==> src/rtl/mux_share_arbiter.sv <==
`default_nettype none
// ============================================================================
// Module   : mux_share_arbiter
// Purpose  : Round-robin owner of a shared registered mux with dead-time switch
// Revision : 1.0
// ============================================================================
module mux_share_arbiter #(
  parameter int NREQ     = 4,
  parameter int W        = 8,
  parameter int MAX_HOLD = 8,
  parameter int DEAD     = 1
) (
  input  logic                     clk,
  input  logic                     rst_n,
  input  logic [NREQ-1:0]          req,
  input  logic [NREQ*W-1:0]        data_in,
  output logic [NREQ-1:0]          grant,
  output logic [$clog2(NREQ)-1:0]  sel,
  output logic                     out_valid,
  output logic [W-1:0]             out_data,
  output logic                     busy
);

  localparam int SW = $clog2(NREQ);
  localparam int HW = $clog2(MAX_HOLD + 1);
  localparam logic [HW-1:0] HOLD_MAX  = HW'(MAX_HOLD);
  localparam logic [1:0]    DEAD_LAST = 2'((DEAD == 0) ? 0 : DEAD - 1);

  typedef enum logic [1:0] {
    IDLE   = 2'd0,
    HOLD   = 2'd1,
    SWITCH = 2'd2
  } state_t;

  state_t          state_q;
  logic [NREQ-1:0] grant_q;
  logic [SW-1:0]   sel_q;
  logic [SW-1:0]   last_q;
  logic            out_valid_q;
  logic [W-1:0]    out_data_q;
  logic [HW-1:0]   hold_cnt_q;
  logic [1:0]      dead_cnt_q;

  logic [SW-1:0]   cand;
  logic [SW-1:0]   pick_idx;
  logic            pick_valid;
  logic            others;
  logic            leave;
  logic            dead_done;
  logic            grant_now;
  logic [W-1:0]    owner_data;

  // Scan from farthest to nearest so the candidate right after last_q wins.
  always_comb begin
    cand       = '0;
    pick_idx   = '0;
    pick_valid = 1'b0;
    for (int k = NREQ; k >= 1; k--) begin
      cand = SW'((int'(last_q) + k) % NREQ);
      if (req[cand]) begin
        pick_valid = 1'b1;
        pick_idx   = cand;
      end
    end
  end

  assign owner_data = data_in[sel_q*W +: W];
  assign others     = |(req & ~grant_q);
  assign leave      = (state_q == HOLD) &&
                      (!req[sel_q] || ((hold_cnt_q == HOLD_MAX) && others));
  assign dead_done  = (state_q == SWITCH) && (dead_cnt_q == DEAD_LAST);
  // With no dead time a release hands over directly on the same edge.
  assign grant_now  = pick_valid &&
                      ((state_q == IDLE) || dead_done || (leave && (DEAD == 0)));

  always_ff @(posedge clk or negedge rst_n) begin
    if (!rst_n) begin
      state_q     <= IDLE;
      grant_q     <= '0;
      sel_q       <= '0;
      last_q      <= SW'(NREQ - 1);
      out_valid_q <= 1'b0;
      out_data_q  <= '0;
      hold_cnt_q  <= '0;
      dead_cnt_q  <= '0;
    end else begin
      case (state_q)
        IDLE: ;
        HOLD: begin
          if (leave) begin
            grant_q     <= '0;
            out_valid_q <= 1'b0;
            if (DEAD == 0) begin
              state_q <= IDLE;
            end else begin
              state_q    <= SWITCH;
              dead_cnt_q <= '0;
            end
          end else begin
            out_data_q  <= owner_data;
            out_valid_q <= 1'b1;
            if (hold_cnt_q != HOLD_MAX) hold_cnt_q <= hold_cnt_q + 1'b1;
          end
        end
        SWITCH: begin
          if (dead_done) state_q <= IDLE;
          else           dead_cnt_q <= dead_cnt_q + 1'b1;
        end
        default: state_q <= IDLE;
      endcase

      if (grant_now) begin
        grant_q    <= NREQ'(1) << pick_idx;
        sel_q      <= pick_idx;
        last_q     <= pick_idx;
        hold_cnt_q <= HW'(1);
        state_q    <= HOLD;
      end
    end
  end

  assign grant     = grant_q;
  assign sel       = sel_q;
  assign out_valid = out_valid_q;
  assign out_data  = out_data_q;
  assign busy      = (state_q != IDLE);

endmodule
`default_nettype wire

==> config.mk <==
export PLATFORM = sky130hd
export DESIGN_NAME = mux_share_arbiter
export DESIGN_NICKNAME = d
export VERILOG_FILES = /design/src/rtl/mux_share_arbiter.sv
export SDC_FILE = /design/constraint.sdc
export NUM_CORES = 1
export LEC_CHECK = 0
export BUFFER_PORTS_ARGS = -buffer_cell sky130_fd_sc_hd__clkbuf_2
export CAP_MARGIN = 20
export CORE_MARGIN = 2
export CORE_UTILIZATION = 53
export DETAILED_ROUTE_END_ITERATION = 8
export GPL_TIMING_DRIVEN = 0
export PLACE_DENSITY = 0.9
export SYNTH_ARGS = -nofsm -noshare
export SYNTH_HDL_FRONTEND = slang
export SYNTH_SLANG_ARGS = --single-unit
==> constraint.sdc <==
create_clock -name clk -period 4.5 [get_ports clk]
set_input_delay 0.45 -clock clk [delete_from_list [all_inputs] [get_ports clk]]
set_output_delay 0.45 -clock clk [all_outputs]
set_load 0.02 [all_outputs]
==> results.cfg <==
[die]
design.die.area_sq_mm = 0.00328
core_region_area_sq_mm = 0.00273
floorplan.die.width_um = 57.2
core_rows = 19
die-height_um = 57.2
boundaryPins = 54
initial_utilization = 0.550

[synthesis]
synth_seq_cells = 25
synth_area_sq_mm = 0.00150
mappedNetlistNets = 159
synth_cells = 118
synth-seq-area-share = 0.418
fraction_of_synthesized_cell_area_taken_by_the_top_area_cell_type = 0.383
yosysWarningCount = 0
synthDistinctLibCells = 40
yosys-top-cells-area = dfrtp_1 38%, mux4_1 14%, mux2_4 8.0%
synth.avg_cell_area_sq_um = 12.7
synth_top_cell_by_area = dfrtp_1

[sta]
tns_ns = 0
slew-limit-headroom = 0.587
setup_viol = 0
worst_clock_skew_ns = 0.00525
worst_slew_pin_slew_ns = 0.620
crit_path_time_final_ns = 1.79
slew_viol_final = 0
rsz0062_at_grt = no
hold_violations = 0
final_cycle_share = 0.397
fmax_ghz = 0.559

[cells_and_area]
final_common_cell = clkbuf_2
finish.net_count = 217
finalNonFillerCells = 206
drive_above_1_share = 0.446
final_design_area_no_fill_sq_mm = 0.00184
antenna_cells = 0
layout-area-overhead-vs-synth_pct = 22.2
most_used_cells_in_the_layout_excluding_fill_and_tap_cells = 54 x clkbuf_2, 23 x dfrtp_1
final_core_area_utilization = 0.672

[clocking]
postCtsHoldBufs = 0
ctsLongestPathBuffers = 2
ctsRootBufferMaster = clkbuf_4
cts_setup_buffers = 0
clock-sinks = 25
cts_tree = done
skew_pair_late_insertion_delay_ns = 0.33
clock_tree.htree_level_count = 1
tritoncts.num_buffers = 3
cts-resized-gates = 0
cts.reportedPaths.clkPinSlew_ns = 0.15

[routing]
ant_nets = 0
route.detailed.wl_per_inst_um = 15.9
initialDrtViolationCount = 37
drc_errors = 0
drt-vias-per-instance = 5.82
firstDrtPassIters = 4
dr_total_vias = 1199
total_length_of_routed_wires_mm = 3.28

[setup_path]
critical_path.max_fanout = 10
timing.critical_path.slowest_stage_cell = dfrtp_1
critical-path-top-cell-by-count = inv_1
critPathLaunch = dead_cnt_q[0]
timing_worst_setup_path_type = register to register
critPathLaunchType = register
critical_path_required_ns = 4.73
critical_path_cell_list = inv_1 > ha_1 > inv_1 > a221o_1 > buf_2 > buf_1 > o211ai_1 > o31ai_1
critPathArrivalTime_ns = 2.02
critical_path.endpoint_type = register
crit_path_max_incr_delay_ns = 0.41
regToRegStartpoint = dead_cnt_q[0]

[job]
maxCapViolCount = 0

[power_and_ir_drop]
power_density_mw_per_mm2 = 653
leakagePower_nw = 0.902
power.ir.vdd_worst_mv = 0.504
report.power.total_mw = 1.20

[worst_hold_path]
worst_hold_path_type = input pin to async pin

[placed_design]
dpl-instance-area_sq_mm = 0.00181
numPlacedInstances = 202
place.gp.congestion = 0.813
hpwl_mm = 2.54
io_buffers = 53

[grt]
gr-usage-all-layers = 0.226
grt_start_max_net_pins = 26
sum_of_overflow_across_all_layers_after_global_routing = 0
grt_pass1_wl_mm = 5.62
antenna_found_initial = 0
via_count_of_the_first_global_routing_pass = 1273

[run_status]
outcome = finished clean
[state kept, by name, indices dropped and copies added (netlist names)]
name	flops
out_valid	1
hold_cnt_q	4
last_q	2
out_data	8
grant	4
sel	2
state_q	2
dead_cnt_q	2
[metrics by stage]
stage / hold WS, ns / setup slack, ns
floorplan: 0.154 / 2.71
global placement: 0.477 / 2.74
detailed placement: 0.477 / 2.66
CTS: 0.118 / 2.70
global route: 0.126 / 2.59
finish: 0.101 / 2.71
[critical path, delay by kind of cell (launching register included)]
kind	cells	cell delay, ns
adders and majority gates	1	0.14
DFF	1	0.41
AOI/OAI and AO/OA	3	0.60
buffers and inverters	4	0.53
[Yosys cell counts (all sizes together)]
| cell | count |
|---|---|
| a41oi | 1 |
| o22ai | 1 |
| inv | 8 |
| a221o | 1 |
| o21a | 1 |
| nand3 | 3 |
| buf | 3 |
| o22a | 1 |
| o211ai | 2 |
| mux2 | 10 |
| mux2i | 1 |
| a21o | 2 |
| or2 | 1 |
| a21oi | 1 |
| and3b | 1 |
| nand2 | 8 |
| nor2b | 1 |
| a41o | 1 |
| ha | 3 |
| nand3b | 2 |
| dfrtp | 23 |
| xnor2 | 1 |
| mux4 | 9 |
| a21boi | 2 |
| o32ai | 5 |
| clkbuf | 1 |
| o21ai | 4 |
| and2b | 1 |
| nand2b | 8 |
| nor3 | 1 |
| dfstp | 2 |
| o31ai | 2 |
| nor2 | 7 |
[layer usage]
layer | wire length [um] | vias to the layer above | global-route usage
met1 | 1380 | 572 | 0.276
met4 | 53 | 0 | 0.110
met2 | 1640 | 63 | 0.394
met3 | 200 | 5 | 0.0295
met5 | 0 | - | 0
li1 | - | 559 | -
[kinds of logic (layout without fill, tap and decap cells)]
| family | count (synthesis) | count (layout) | synth area share |
|---|---|---|---|
| simple gates | 33 | 33 | 0.123 |
| mux | 20 | 20 | 0.256 |
| flops | 25 | 25 | 0.418 |
| compound gates | 24 | 24 | 0.135 |
| xor+xnor | 1 | 1 | 0.00583 |
| fa+ha+maj | 3 | 3 | 0.0250 |
| buf+inv | 12 | 69 | 0.0366 |
[where the power goes]
| group | leakage, nW | internal [mW] | switching (mW) |
|---|---|---|---|
| clock network | 0.0139 | 0.0341 | 0.0727 |
| registers | 0.305 | 0.330 | 0.0768 |
| logic | 0.583 | 0.331 | 0.354 |
[worst paths after layout]
check / endpoint / slack (ns) / cells after the start
max: hold_cnt_q[2] / 2.71 / 8
max reg2reg: hold_cnt_q[2] / 2.71 / 8
min: dead_cnt_q[1] / 0.10 / 1
max in group asynchronous: sel[1] / 4.00 / 1
min in group clk: hold_cnt_q[3] / 0.51 / 1
min reg2reg: hold_cnt_q[3] / 0.51 / 1
[layout make-up]
cell class	count	area, sq um
Fill cell	204	897
Multi-Input combinational cell	81	820
Sequential cell	25	628
Timing Repair Buffer	53	265
Tap cell	31	38.8
Inverter	8	30.0
Buffer	4	25.0
Clock buffer	3	22.5
Clock inverter	1	7.51
(Power assumes the default switching activity.)
